<file path="src/rtl/elevator_pkg.sv">
// Shared types and constants for the elevator car sequencer.
// The state encoding, the default timing values and the floor-index width helper live here.
package elevator_pkg;

    typedef enum logic [1:0] {
        ST_IDLE         = 2'd0,
        ST_MOVING       = 2'd1,
        ST_DOOR_OPEN    = 2'd2,
        ST_DOOR_CLOSING = 2'd3
    } state_t;

    localparam int DEF_NUM_FLOORS = 4;
    localparam int DEF_FLOOR_TIME = 4;
    localparam int DEF_DOOR_TIME  = 3;

    // Width of a floor index, never narrower than one bit.
    function automatic int floor_w(input int n);
        return (n <= 2) ? 1 : $clog2(n);
    endfunction

endpackage

</file>
<file path="src/rtl/elevator_timer.sv">
// Loadable down-counter that paces travel, door dwell and door closing.
// It stops at 1 and raises done there, so the cycle in which done is high is the terminal cycle.
module elevator_timer
    import elevator_pkg::*;
#(
    parameter int CW = 3
) (
    input  logic          clk,
    input  logic          rst,
    input  logic          load,
    input  logic          hold_reload,
    input  logic [CW-1:0] value,
    output logic          done
);

    logic [CW-1:0] count;

    always_ff @(posedge clk) begin
        if (rst) begin
            count <= '0;
        end else if (load || hold_reload) begin
            count <= value;
        end else if (count > CW'(1)) begin
            count <= count - CW'(1);
        end
    end

    assign done = (count == CW'(1));

endmodule

</file>
<file path="src/rtl/elevator_sequencer.sv">
// Car-level controller: latches floor calls, schedules them direction-collectively (SCAN),
// paces travel between floors and sequences the door open/dwell/close cycle.
module elevator_sequencer
    import elevator_pkg::*;
#(
    parameter int NUM_FLOORS = DEF_NUM_FLOORS,
    parameter int FLOOR_TIME = DEF_FLOOR_TIME,
    parameter int DOOR_TIME  = DEF_DOOR_TIME
) (
    input  logic                             clk,
    input  logic                             rst,
    input  logic [NUM_FLOORS-1:0]            call_req,
    input  logic                             weight_limit_exceeded,
    output logic [floor_w(NUM_FLOORS)-1:0]   current_floor,
    output logic                             dir_up,
    output logic                             moving,
    output logic                             move_start,
    output logic                             door_open,
    output logic                             door_closing,
    output logic [NUM_FLOORS-1:0]            pending
);

    localparam int FW    = floor_w(NUM_FLOORS);
    localparam int T_MAX = (FLOOR_TIME > DOOR_TIME) ? FLOOR_TIME : DOOR_TIME;
    localparam int CW    = $clog2(T_MAX + 1);

    state_t                  state;
    logic [FW-1:0]           next_floor;
    logic                    here_call;
    logic                    ahead_cur;
    logic                    behind_cur;
    logic                    ahead_next;
    logic                    cur_hold;
    logic                    depart;
    logic                    arrive;
    logic                    arrive_open;
    logic                    arrive_cont;
    logic                    tmr_load;
    logic                    tmr_hold;
    logic [CW-1:0]           tmr_val;
    logic                    tmr_done;
    logic                    svc_en;
    logic [FW-1:0]           svc_floor;
    logic [NUM_FLOORS-1:0]   svc_mask;

    // Masked OR of pending calls strictly above (up=1) or strictly below (up=0) floor f.
    function automatic logic calls_toward(input logic [NUM_FLOORS-1:0] p,
                                          input logic [FW-1:0]         f,
                                          input logic                  up);
        logic hit;
        hit = 1'b0;
        for (int i = 0; i < NUM_FLOORS; i++) begin
            if ((up && (i > int'(f))) || (!up && (i < int'(f))))
                hit = hit | p[i];
        end
        return hit;
    endfunction

    always_comb begin
        next_floor = current_floor;
        if (dir_up && (current_floor != FW'(NUM_FLOORS - 1)))
            next_floor = current_floor + FW'(1);
        else if (!dir_up && (current_floor != '0))
            next_floor = current_floor - FW'(1);
    end

    always_comb begin
        here_call   = pending[current_floor];
        ahead_cur   = calls_toward(pending, current_floor, dir_up);
        behind_cur  = calls_toward(pending, current_floor, !dir_up);
        ahead_next  = calls_toward(pending, next_floor, dir_up);
        cur_hold    = weight_limit_exceeded | call_req[current_floor];
        depart      = !here_call && !weight_limit_exceeded && (ahead_cur || behind_cur);
        arrive      = (state == ST_MOVING) && tmr_done;
        arrive_open = arrive && pending[next_floor];
        arrive_cont = arrive && !pending[next_floor] && ahead_next;
    end

    // One timer serves travel, dwell and closing; only one of them is ever running.
    always_comb begin
        tmr_load  = 1'b0;
        tmr_hold  = 1'b0;
        tmr_val   = CW'(DOOR_TIME);
        svc_en    = 1'b0;
        svc_floor = current_floor;
        case (state)
            ST_IDLE: begin
                if (here_call) begin
                    tmr_load = 1'b1;
                    svc_en   = 1'b1;
                end else if (depart) begin
                    tmr_load = 1'b1;
                    tmr_val  = CW'(FLOOR_TIME);
                end
            end
            ST_MOVING: begin
                if (arrive_open) begin
                    tmr_load  = 1'b1;
                    svc_en    = 1'b1;
                    svc_floor = next_floor;
                end else if (arrive_cont) begin
                    tmr_load = 1'b1;
                    tmr_val  = CW'(FLOOR_TIME);
                end
            end
            ST_DOOR_OPEN: begin
                svc_en   = 1'b1;
                tmr_hold = cur_hold;
                tmr_load = tmr_done;
            end
            ST_DOOR_CLOSING: begin
                svc_en   = 1'b1;
                tmr_hold = cur_hold;
            end
            default: ;
        endcase
    end

    always_comb begin
        svc_mask = '0;
        if (svc_en)
            svc_mask[svc_floor] = 1'b1;
    end

    elevator_timer #(
        .CW(CW)
    ) u_timer (
        .clk        (clk),
        .rst        (rst),
        .load       (tmr_load),
        .hold_reload(tmr_hold),
        .value      (tmr_val),
        .done       (tmr_done)
    );

    // A call for the floor being serviced is absorbed instead of latched.
    always_ff @(posedge clk) begin
        if (rst)
            pending <= '0;
        else
            pending <= (pending | call_req) & ~svc_mask;
    end

    always_ff @(posedge clk) begin
        if (rst) begin
            state         <= ST_IDLE;
            current_floor <= '0;
            dir_up        <= 1'b1;
            moving        <= 1'b0;
            move_start    <= 1'b0;
            door_open     <= 1'b0;
            door_closing  <= 1'b0;
        end else begin
            move_start <= 1'b0;
            case (state)
                ST_IDLE: begin
                    if (here_call) begin
                        state     <= ST_DOOR_OPEN;
                        door_open <= 1'b1;
                    end else if (depart) begin
                        state      <= ST_MOVING;
                        moving     <= 1'b1;
                        move_start <= 1'b1;
                        if (!ahead_cur)
                            dir_up <= !dir_up;
                    end
                end
                ST_MOVING: begin
                    if (arrive) begin
                        current_floor <= next_floor;
                        if (arrive_open) begin
                            state     <= ST_DOOR_OPEN;
                            moving    <= 1'b0;
                            door_open <= 1'b1;
                        end else if (!arrive_cont) begin
                            state  <= ST_IDLE;
                            moving <= 1'b0;
                        end
                    end
                end
                ST_DOOR_OPEN: begin
                    if (!cur_hold && tmr_done) begin
                        state        <= ST_DOOR_CLOSING;
                        door_closing <= 1'b1;
                    end
                end
                ST_DOOR_CLOSING: begin
                    if (cur_hold) begin
                        state        <= ST_DOOR_OPEN;
                        door_closing <= 1'b0;
                    end else if (tmr_done) begin
                        state        <= ST_IDLE;
                        door_open    <= 1'b0;
                        door_closing <= 1'b0;
                    end
                end
                default: begin
                    state <= ST_IDLE;
                end
            endcase
        end
    end

endmodule
</file>
<file path="config.mk">
export PLATFORM = sky130hd
export DESIGN_NAME = elevator_sequencer
export DESIGN_NICKNAME = d
export VERILOG_FILES = /design/src/rtl/elevator_pkg.sv /design/src/rtl/elevator_timer.sv /design/src/rtl/elevator_sequencer.sv
export SDC_FILE = /design/constraint.sdc
export NUM_CORES = 1
export LEC_CHECK = 0
export ABC_CLOCK_PERIOD_IN_PS = 5600
export BUFFER_PORTS_ARGS = -buffer_cell sky130_fd_sc_hd__buf_2
export CORE_AREA = 2 2 53 55
export CTS_CLUSTER_SIZE = 14
export DETAILED_ROUTE_END_ITERATION = 10
export DIE_AREA = 0 0 55 57
export PLACE_DENSITY = 0.75
export SLEW_MARGIN = 20
export SYNTH_ARGS = -nofsm -noshare
export SYNTH_HDL_FRONTEND = slang
export SYNTH_HIERARCHICAL = 1
export SYNTH_SLANG_ARGS = --single-unit
</file>
<file path="constraint.sdc">
create_clock -name clk -period 5.6 [get_ports clk]
set_input_delay 0.28 -clock clk [delete_from_list [all_inputs] [get_ports clk]]
set_output_delay 0.28 -clock clk [all_outputs]
set_load 0.01 [all_outputs]
</file>
# Yosys cells after proc, flatten, opt, wreduce, memory -nomap -nowiden
# Index checks and enable logic that the tools add are counted.
# word_totals
register_bits,16
inputBits,7
output_inout_bits,11
word_cells,181
# op_classes
add_sub_neg,3
order_cmp,17
eq_ne,16
n_mux,65
bitwise_logic,16
n_reduce_logical,55
# op_table
operator,count
two-way mux 1 bit,35
logical AND 1 bit,28
two-way mux 2 bit,12
two-way mux 3 bit,6
"!= test 2 bit, second input constant",9
bitwise OR 1 bit,10
AND reduction 5 bit,2
"< comparator 2 x 3 -> 1 bit, second input constant",3
"!= test 3 bit, second input constant",3
case mux 1 bit (3 select lines),3
"> comparator 2 bit, first input constant",4
logical OR 1 bit,8
"< comparator 1 x 2 -> 1 bit, first input constant",4
case mux 2 bit (4 select lines),1
nonzero test 2 bit,4
binary-select mux 1 bit (select 2 bit),3
case mux 3 bit (2 select lines),1
AND reduction 6 bit,1
logical NOT 1 bit,5
AND 4 bit,1
"equality test 2 bit, second input constant",2
"> comparator 1 x 2 -> 1 bit, first input constant",2
"< comparator 2 bit, first input constant",2
two-way mux 4 bit,1
19 further kinds,22

# Depth between registers and ports, before layout
# Gate-level depths: netlist (run 1).
# logic_depth
depth_word,19
ltp_mapped,11
ltp_nobuf,10

# Cells and area by module
# Netlist (run 1), hierarchy kept.
# by_module_without_submodules
mod,n_inst,cells_per_inst,area_per_inst_um2,seq_area_each_um2
elevator_sequencer,1,145,1173.6,260.2
elevator_timer,1,22,198.9,60.1

# Worst setup path before layout (run 1)
# Ideal clock, no wire load.
# synth_path
kind,register -> register
from,reg current_floor[0]
to,reg u_timer.count[1]
setup_ns,0.070
t_arrival_ns,3.151
required_time_ns,5.530
path_slack_ns,2.380
stages_incl_launch_ff,12
n_path_buf,1
synth_period_minus_slack_ns,3.220
path_cell_list,dfxtp_1 > buf_6 > inv_1 > ha_1 > mux2i_1 > xnor2_1 > mux4_2 > nor4_1 > o32ai_1 > or3_4 > or3_1 > a21oi_1
# synth_via
elab_chain_cells,19
elab_cells_between_ends,94
cone_classes,2 x add/sub; 12 x order compare; 1 x eq/ne; 32 x mux; 10 x bitwise; 37 x reduce/logical
# synth_rtl
item,line,rtl
start: declaration,elevator_sequencer.sv:14,"output logic [floor_w(NUM_FLOORS)-1:0] current_floor,"
start signal: assignment,elevator_sequencer.sv:170,current_floor <= next_floor;
"parallel branches: the longest is 16 deep, another holds subtractor 2 x 1 -> 2 bit",--,
case mux 1 bit (3 select lines) *,elevator_sequencer.sv:86,case (state)
net tmr_load,elevator_sequencer.sv:38,logic tmr_load;
logical OR 1 bit *,elevator_timer.sv:21,end else if (load || hold_reload) begin
two-way mux 3 bit / nonzero test 2 bit (equally long branches),--,
end signal: assignment,elevator_timer.sv:22,count <= value;
end signal: assignment,elevator_timer.sv:24,count <= count - CW'(1);
end: declaration,elevator_timer.sv:16,logic [CW-1:0] count;
# Mark *: on every way through the listed nets, which the timed path passes. The select of a mux whose other input is x is not followed.
# A chain may end at the register's enable or synchronous reset.

# Worst setup path in the final report (run 1)
# Ends and elaborated chain as after synthesis.

==> impl_results.md, run 1 <==
* Status: finished clean
* Setup Skew at 0.0166 ns
* CTS max path bufs at 2
* Synth top area share at 0.233
* Clock Latency Late Sink at 0.30 ns
* TritonCTS clock tree: done
* Global-route wire length before repair at 5460 um
* Core area at 0.00262 mm2
* Via count at 1375
* # hold bufs at CTS at 0
* Number of enable flip-flop cells after synthesis at 0
* Avg Inst Size Synth at 8.22 um2
* Top post-synthesis cells by area: dfxtp_1 (23%), ha_1 (7.3%), nor2_1 (6.3%)
* Synth Cell Area at 0.00137 mm2
* Post-synthesis async set-or-reset flop share at 0
* Post-cts sizing count at 0
* CP Class: reg -> reg
* CP Max Fanout at 14
* Max incr delay on CP at 0.66 ns
* Worst Max-Slew Pin Slew at 0.576 ns
* DRC Markers at 0
* Crit. Startpoint: current_floor[0]$_SDFFE_PP0P_
* Cell count after synthesis at 167
* Layout cells sized above 1 at 0.177
* DP HPWL at 2490 um
* Vias in the first global route at 1226
* Nets at 198
* Final setup vio count at 0
* H-tree levels at 1
* Library cells used by synthesis at 44
* WL/cell at 15.7 um
* Row cnt at 19
* P&R area growth vs syn at 8.48%
* Routability cong. at 0.883
* CP bufs+invs at 1
* Clock-pin slew on the worst setup and hold paths at 0.10 ns
* Synth warnings at 6
* Timing-limited maximum frequency at 267 MHz
* Ports at 18
* Crit end category: flop
* Peak supply drop at 0.000270 V
* Post-CTS Setup Bufs at 0
* Pleak at 0.611 nW
* DRT iter0 DRCs at 77
* Top FF cell, synth: dfxtp_1
* RSZ-0062 raised after global routing: no
* Pin count of the biggest net entering global routing at 18
* Power density cells at 475 mW/mm2
* N_diodes at 0
* Full die area at 0.00314 mm2
* Die width at 55 um
* Fin crit share at 0.669
* Req. time, crit path at 5.82 ns
* Yosys top cell by area: dfxtp_1
* Reg2Reg Setup Slack at 1.86 ns
* Min-Delay Path Depth at 3
* Crit path DAT at 3.97 ns
* Yosys reg bits at 16
* Max Cap Viol at 0
* Antenna Nets Post-Route at 0
* Vias/cell at 6.49
* Setup_tns at 0 ns
* Design Power at 0.000707 W
* Grt total ovfl at 0
* CP Capture Point: u_timer/count[1]$_SDFFE_PP0P_
* Final hold vios at 0
* Root Buffer: clkbuf_4
* Total GRT Usage at 0.234
* Drt pass-1 iters at 4
* FF-to-FF Start: current_floor[0]$_SDFFE_PP0P_
* Crit Reg-Reg Endpoint: u_timer/count[1]$_SDFFE_PP0P_
* Crit path max-delay cell type: dfxtp_1
* HP Class: in -> reg
* CP delay by family, top: multiplexers
* Synthesized Nets at 182
* Worst R2R Path Depth at 10
* Clk sink count at 16
* Crit. path cell count at 10
* TritonCTS Buffers at 3
* Critical Path Source Type: flop
* DRT Wirelength at 3340 um
* PortBufs at 17
* Initial Util at 0.525
* Final Critical Period at 3.74 ns
* Initial antenna violation count at 0
* DIE HEIGHT at 57 um
* Worst slew margin at 0.614
* Final Max Slew Viols at 0
* Register area share after synthesis at 0.233
* CP cell instances: inv_1 -> ha_1 -> mux2i_1 -> xnor2_1 -> mux4_2 -> nor4_1 -> o32ai_1 -> or3_4 -> or3_1 -> a21oi_1
==> worst min path at each step <==
stage,start,to,slack [ns]
finish,call_req[1],pending[1]$_SDFF_PP0_,0.31
global placement,moving$_SDFFE_PP0P_,moving$_SDFFE_PP0P_,0.46
global route,call_req[1],pending[1]$_SDFF_PP0_,0.34
detailed placement,moving$_SDFFE_PP0P_,moving$_SDFFE_PP0P_,0.48
floorplan,rst,u_timer/count[1]$_SDFFE_PP0P_,0.35
CTS,call_req[1],pending[1]$_SDFF_PP0_,0.32
==> flip-flops by register name, summed over array words and instances, names as in the netlist <==
name / count
moving: 1
state: 2
door_closing: 1
pending: 4
dir_up: 1
current_floor: 2
door_open: 1
u_timer/count: 3
move_start: 1
==> cells in the mapped netlist (2+ instances only) <==
library cell / n
a2111oi_0: 2
a211oi_1: 4
a21oi_1: 8
a221oi_1: 2
a311oi_1: 2
a31oi_1: 3
and2_1: 2
and3_1: 2
clkbuf_1: 4
dfxtp_1: 16
ha_1: 8
inv_1: 12
mux2i_1: 7
mux4_2: 3
nand2_1: 7
nand2b_1: 2
nand3_1: 3
nor2_1: 23
nor2b_1: 6
nor4_1: 2
o211ai_1: 5
o21a_1: 2
o21ai_0: 10
o221ai_1: 3
o311ai_0: 3
o32ai_1: 3
or2_2: 2
or3_1: 2
xnor2_1: 4
==> per-layer routing <==
| metal | up-vias | track usage | wire (um) |
|---|---|---|---|
| met5 | - | 0 | 0 |
| li1 | 656 | - | - |
| met3 | 11 | 0.0419 | 274 |
| met4 | 0 | 0.105 | 77 |
| met1 | 642 | 0.322 | 1430 |
| met2 | 66 | 0.352 | 1560 |
==> cells by family after synthesis <==
| group | Yosys count | synth area share |
|---|---|---|
| AND/OR/NAND/NOR | 58 | 0.222 |
| AO/OA/AOI/OAI | 50 | 0.258 |
| buffers and inverters | 18 | 0.0547 |
| flip-flops | 16 | 0.233 |
| multiplexers | 12 | 0.128 |
| adder cells (fa/ha/maj) | 8 | 0.0729 |
| XOR/XNOR | 5 | 0.0319 |
==> area by class of cell <==
cell class | count | area (um2)
tap | 31 | 38.8
multi-input combinational | 133 | 977
timing repair buffer | 17 | 85.1
clock buffer | 3 | 22.5
inverter | 12 | 45.0
sequential | 16 | 320
fill | 250 | 1130
==> report_power, final <==
| group | switching [W] | internal, W | total (W) |
|---|---|---|---|
| Clock | 0.0000372 | 0.0000251 | 0.0000623 |
| Combinational | 0.000234 | 0.000191 | 0.000425 |
| Sequential | 0.0000667 | 0.000153 | 0.000219 |
==> cell usage in the layout, fill, tap and decap left out, types with 3 or more instances in the layout <==
cell type | synthesis | routed
nor2b_1 | 6 | 6
inv_1 | 12 | 12
o21ai_0 | 10 | 10
mux4_2 | 3 | 3
a31oi_1 | 3 | 3
o221ai_1 | 3 | 3
dfxtp_1 | 16 | 16
a21oi_1 | 8 | 8
nor2_1 | 23 | 23
a211oi_1 | 4 | 4
clkbuf_4 | 0 | 3
mux2i_1 | 7 | 7
nand2_1 | 7 | 7
o211ai_1 | 5 | 5
buf_2 | 0 | 17
o32ai_1 | 3 | 3
o311ai_0 | 3 | 3
xnor2_1 | 4 | 4
ha_1 | 8 | 8
nand3_1 | 3 | 3
==> tightest hold or removal path, cell delays in order <==
cell,delay (ns)
buf_2,0.10
nor2_1,0.05
o211ai_1,0.16
==> stage by stage <==
stage	worst slack, ns	utilization	hold WS [ns]	area [um2]	instances
after floorplan	2.38	-	0.349	1370	167
after global placement	2.11	0.561	0.456	1470	209
after detailed placement	1.92	0.561	0.476	1470	209
after CTS	1.91	0.569	0.318	1490	212
after global routing	1.51	0.569	0.335	1490	212
final	1.86	0.569	0.314	1490	212
No activity file was read; power rests on OpenSTA's default activity.
==> inputs of run 2 (changes only) <==
--- a/config.mk
+++ b/config.mk
@@ -5,13 +5,13 @@
 export SDC_FILE = /design/constraint.sdc
 export NUM_CORES = 1
 export LEC_CHECK = 0
-export ABC_CLOCK_PERIOD_IN_PS = 5600
+export ABC_CLOCK_PERIOD_IN_PS = 3350
 export BUFFER_PORTS_ARGS = -buffer_cell sky130_fd_sc_hd__buf_2
-export CORE_AREA = 2 2 53 55
+export CORE_AREA = 2 2 55 57
 export CTS_CLUSTER_SIZE = 14
 export DETAILED_ROUTE_END_ITERATION = 10
-export DIE_AREA = 0 0 55 57
-export PLACE_DENSITY = 0.75
+export DIE_AREA = 0 0 57 59
+export PLACE_DENSITY = 0.73
 export SLEW_MARGIN = 20
 export SYNTH_ARGS = -nofsm -noshare
 export SYNTH_HDL_FRONTEND = slang
==> constraint.sdc (replaced) <==
create_clock -name clk -period 3.35 [get_ports clk]
set_input_delay 0.1675 -clock clk [delete_from_list [all_inputs] [get_ports clk]]
set_output_delay 0.1675 -clock clk [all_outputs]
set_load 0.01 [all_outputs]
==> impl_results.md, run 2 (synthesized netlist as in run 1, its figures left out) <==
* Area of the multi-input gates at 992 um2
* Pleak at 0.653 nW
* Min Hold Slack at 0.201 ns
* TritonCTS clock tree: done
* DRT iter0 DRCs at 70
* WL/cell at 15.9 um
* DRT Wirelength at 3500 um
* Crit path DAT at 3.31 ns
* Critical Path Source Type: flop
* Final hold vios at 0
* Routability cong. at 0.853
* Initial antenna violation count at 0
* Row cnt at 19
* Vias/cell at 6.32
* Clk sink count at 16
* Core area at 0.00271 mm2
* TritonCTS Buffers at 3
* Grt total ovfl at 0
* DP HPWL at 2640 um
* Peak supply drop at 0.000540 V
* Clock Latency Late Sink at 0.29 ns
* DRC Markers at 0
* Final setup vio count at 0
* Register area at 322 um2
* # hold bufs at CTS at 0
* Final Critical Period at 3.15 ns
* Total GRT Usage at 0.222
* Pin count of the biggest net entering global routing at 18
* CP Max Fanout at 5
* CTS max path bufs at 2
* Crit end category: flop
* DIE HEIGHT at 59 um
* CP Class: reg -> reg
* Req. time, crit path at 3.51 ns
* Timing-limited maximum frequency at 317 MHz
* Biggest regs: pending x4, u_timer/count x3
* Max FFs per register at 4
* Vias in the first global route at 1339
* Max Cap Viol at 0
* P&R area growth vs syn at 14.5%
* Worst Max-Slew Pin Slew at 0.544 ns
* Most common cell after layout, fill and taps aside: nor2_1
* Via count at 1390
* Largest register by flop count: pending
* Layout cells sized above 1 at 0.228
* Antenna Nets Post-Route at 0
* Fin crit share at 0.940
* Status: finished clean
* Power density cells at 807 mW/mm2
* Drt pass-1 iters at 4
* Setup Skew at 0.00302 ns
* Initial Util at 0.506
* Ports at 18
* N_diodes at 0
* Global-route wire length before repair at 5870 um
* Full die area at 0.00336 mm2
* Design Power at 0.00127 W
* Commonest non-fill, non-tap cells in the layout: nor2_1 (23), buf_2 (17), dfxtp_1 (15)
* H-tree levels at 1
* Root Buffer: clkbuf_4
* Fill count at 261
* Clock-pin slew on the worst setup and hold paths at 0.10 ns
* Final Max Slew Viols at 0
* Worst slew margin at 0.636
* Die width at 57 um
* HP Class: in -> reg
* PortBufs at 17
* Nets at 205
run 2: critical path, cell delays in order (launching register included):
cell and delay, ns:
dfxtp_1 0.34, inv_1 0.15, ha_1 0.27, mux2i_1 0.13, xnor2_1 0.32, mux4_2 0.61
nor4_2 0.24, o32ai_1 0.18, nor2_1 0.27, nor2_1 0.08, a2111oi_0 0.43
run 2: path summary, 6_finish.rpt:
| check | from | end | slack, ns | cells after the start |
|---|---|---|---|---|
| worst min register to register | moving$_SDFFE_PP0P_ | moving$_SDFFE_PP0P_ | 0.48 | 2 |
| worst max register to register | current_floor[0]$_SDFFE_PP0P_ | u_timer/count[2]$_SDFFE_PP0P_ | 0.20 | 10 |
| worst max-delay path | current_floor[0]$_SDFFE_PP0P_ | u_timer/count[2]$_SDFFE_PP0P_ | 0.20 | 10 |
| worst min-delay path | call_req[0] | pending[0]$_SDFF_PP0_ | 0.20 | 3 |
run 2: timing repair:
item                       CTS  global route
setup endpoints to repair    0             3
resized for setup            0             5
buffers inserted             0             1
hold endpoints to repair     0             0
run 2: per-stage QoR:
step           cells  setup WS (ns)  utilization  instance area [um2]  TNS, ns
4_1_cts          219          0.149        0.571                 1550        0
3_5_place_dp     215          0.184        0.558                 1510        0
5_1_grt          220        -0.0159        0.580                 1570  -0.0159
3_3_place_gp     215          0.341        0.558                 1510        0
6_report         220          0.200        0.580                 1570        0
2_1_floorplan    167          0.130            -                 1370        0
run 2: area by class of cell:
cell class                      instances  area share
Tap cell                               31      0.0247
Inverter                               12      0.0287
Multi-Input combinational cell        133       0.631
Sequential cell                        16       0.205
Clock buffer                            4      0.0231
Timing Repair Buffer                   24      0.0876
run 2: layer usage:
metal	wire length [um]	track usage	vias to the layer above	share of wire
li1	-	-	668	-
met2	1720	0.409	52	0.49
met4	49	0.0731	0	0.014
met1	1530	0.257	664	0.44
met3	199	0.0459	6	0.057
met5	0	0	-	0
run 2: where the power goes:
group | switching (W) | total [W] | leakage, nW | internal, W
Sequential | 0.000104 | 0.000359 | 0.133 | 0.000255
Clock | 0.0000634 | 0.000130 | 0.0210 | 0.0000662
Combinational | 0.000421 | 0.000779 | 0.499 | 0.000358
Total | 0.000588 | 0.00127 | 0.653 | 0.000680
==> inputs of run 3 (changes only) <==
--- a/config.mk
+++ b/config.mk
@@ -6,12 +6,12 @@
 export NUM_CORES = 1
 export LEC_CHECK = 0
 export ABC_CLOCK_PERIOD_IN_PS = 3350
-export BUFFER_PORTS_ARGS = -buffer_cell sky130_fd_sc_hd__buf_2
+export BUFFER_PORTS_ARGS = -buffer_cell sky130_fd_sc_hd__buf_4
 export CORE_AREA = 2 2 55 57
 export CTS_CLUSTER_SIZE = 14
 export DETAILED_ROUTE_END_ITERATION = 10
 export DIE_AREA = 0 0 57 59
-export PLACE_DENSITY = 0.73
+export PLACE_DENSITY = 0.82
 export SLEW_MARGIN = 20
 export SYNTH_ARGS = -nofsm -noshare
 export SYNTH_HDL_FRONTEND = slang
==> impl_results.md, run 3 (synthesized netlist as in run 1, its figures left out) <==
* Status: finished clean
* Full die area at 0.00336 mm2
* Core area at 0.00271 mm2
* PortBufs at 17
* Antenna Nets Post-Route at 0
* Fin cells at 217
* Largest register by flop count: pending
* Die width at 57 um
* DRT Wirelength at 3300 um
* WL/cell at 15.2 um
* DP HPWL at 2550 um
* CP Capture Point: u_timer/count[1]$_SDFFE_PP0P_
* Worst Max-Slew Pin Slew at 0.569 ns
* Vias/cell at 6.35
* Crit path DAT at 3.43 ns
* RSZ-0062 raised after global routing: no
* Row cnt at 19
* DIE HEIGHT at 59 um
* Max FFs per register at 4
* Initial antenna violation count at 0
* Timing-limited maximum frequency at 313 MHz
* Crit. Startpoint: current_floor[0]$_SDFFE_PP0P_
* HP Class: in -> reg
* Reg2Reg Setup Slack at 0.15 ns
* Final Max Slew Viols at 0
* TritonCTS clock tree: done
* P&R area growth vs syn at 14.9%
* H-tree levels at 1
* Total GRT Usage at 0.206
* Crit Reg-Reg Endpoint: u_timer/count[1]$_SDFFE_PP0P_
* Pleak at 0.648 nW
* Critical Path Source Type: flop
* Layout cells sized above 1 at 0.204
* Ports at 18
* Fin crit share at 0.954
* Crit end category: flop
* Root Buffer: clkbuf_4
* CP Max Fanout at 5
* Routability cong. at 0.893
* Placed Instances at 213
* TritonCTS Buffers at 3
* Global-route wire length before repair at 5470 um
* Final setup vio count at 0
* Nets at 202
* Final hold vios at 0
* Clock Latency Late Sink at 0.29 ns
* Worst R2R Path Depth at 10
* Commonest non-fill, non-tap cells in the layout: nor2_1 (23), buf_4 (21), dfxtp_1 (15)
* Min Hold Slack at 0.169 ns
* Clk sink count at 16
* Power density cells at 783 mW/mm2
* Grt total ovfl at 0
* Clock-pin slew on the worst setup and hold paths at 0.10 ns
* Max Cap Viol at 0
* CTS max path bufs at 2
* Most common cell after layout, fill and taps aside: nor2_1
* FF-to-FF Start: current_floor[0]$_SDFFE_PP0P_
* Setup_tns at 0 ns
* Pin count of the biggest net entering global routing at 18
* Fill count at 235
* Final Critical Period at 3.20 ns
* Post-CTS Setup Bufs at 0
* Register area at 322 um2
* Drt pass-1 iters at 4
* Via count at 1378
* Worst slew margin at 0.619
* Setup Skew at 0.00243 ns
* Vias in the first global route at 1265
* DRT iter0 DRCs at 65
* Area of the multi-input gates at 977 um2
* CP Class: reg -> reg
* N_diodes at 0
* DRC Markers at 0
* Req. time, crit path at 3.58 ns
* Initial Util at 0.506
* Peak supply drop at 0.000600 V
* Biggest regs: pending x4, u_timer/count x3
[run 3: cell types whose count changed in the layout (fill, tap and decap cells not counted)]
cell / delta
a2111oi_0: +1
a2111oi_1: -1
buf_2: -17
buf_4: +14
nor4_1: +1
nor4_2: -1
o21ai_0: +1
o21ai_1: -1
o32ai_1: +1
o32ai_2: -1
[run 3: how the worst min path moves through the flow]
stage                         from                             to  slack, ns  cells past startpoint
2_1_floorplan                  rst  u_timer/count[1]$_SDFFE_PP0P_       0.24                      1
3_3_place_gp   moving$_SDFFE_PP0P_            moving$_SDFFE_PP0P_       0.47                      2
3_5_place_dp                   rst      door_closing$_SDFFE_PP0P_       0.49                      2
4_1_cts                        rst      door_closing$_SDFFE_PP0P_       0.16                      2
5_1_grt                        rst  current_floor[0]$_SDFFE_PP0P_       0.17                      2
6_report                       rst  current_floor[0]$_SDFFE_PP0P_       0.17                      2
[run 3: cell type report]
| class | instances | share of cell area |
|---|---|---|
| multi-input combinational | 133 | 0.620 |
| sequential | 16 | 0.204 |
| timing repair buffer | 21 | 0.100 |
| inverter | 12 | 0.0286 |
| tap | 31 | 0.0246 |
| clock buffer | 4 | 0.0230 |
[run 3: through the flow]
stage / total power (W) / instance area [um2] / utilization / setup WS (ns)
floorplan: 0.000893 / 1370 / - / 0.130
global placement: 0.00107 / 1540 / 0.568 / 0.288
detailed placement: 0.00109 / 1540 / 0.568 / 0.168
CTS: 0.00123 / 1580 / 0.581 / 0.124
global route: 0.00133 / 1580 / 0.582 / 0.0580
finish: 0.00123 / 1580 / 0.582 / 0.155
[run 3: power breakdown]
group | total (W) | switching (W) | internal [W]
combinational | 0.000748 | 0.000399 | 0.000349
sequential | 0.000353 | 0.0000975 | 0.000256
clock | 0.000132 | 0.0000660 | 0.0000663
[run 3: repair_timing]
action / in CTS / in global routing
gates resized for setup: 0 / 1
setup endpoints to repair: 0 / 1
hold buffers: 0 / 0
[run 3: routing by layer]
layer	global-route usage	wire [um]	part of all wire
met1	0.255	1380	0.42
met2	0.351	1640	0.50
met3	0.0524	250	0.076
met4	0.0698	23	0.0070
met5	0	0	0
[run 3: worst max-delay path: stages (launching register included)]
cell and delay, ns:
dfxtp_2 0.39, inv_1 0.11, ha_1 0.27, mux2i_1 0.24
xnor2_1 0.23, mux4_2 0.60, nor4_1 0.29, o32ai_1 0.19
or3_4 0.37, or3_1 0.31, a21oi_1 0.13
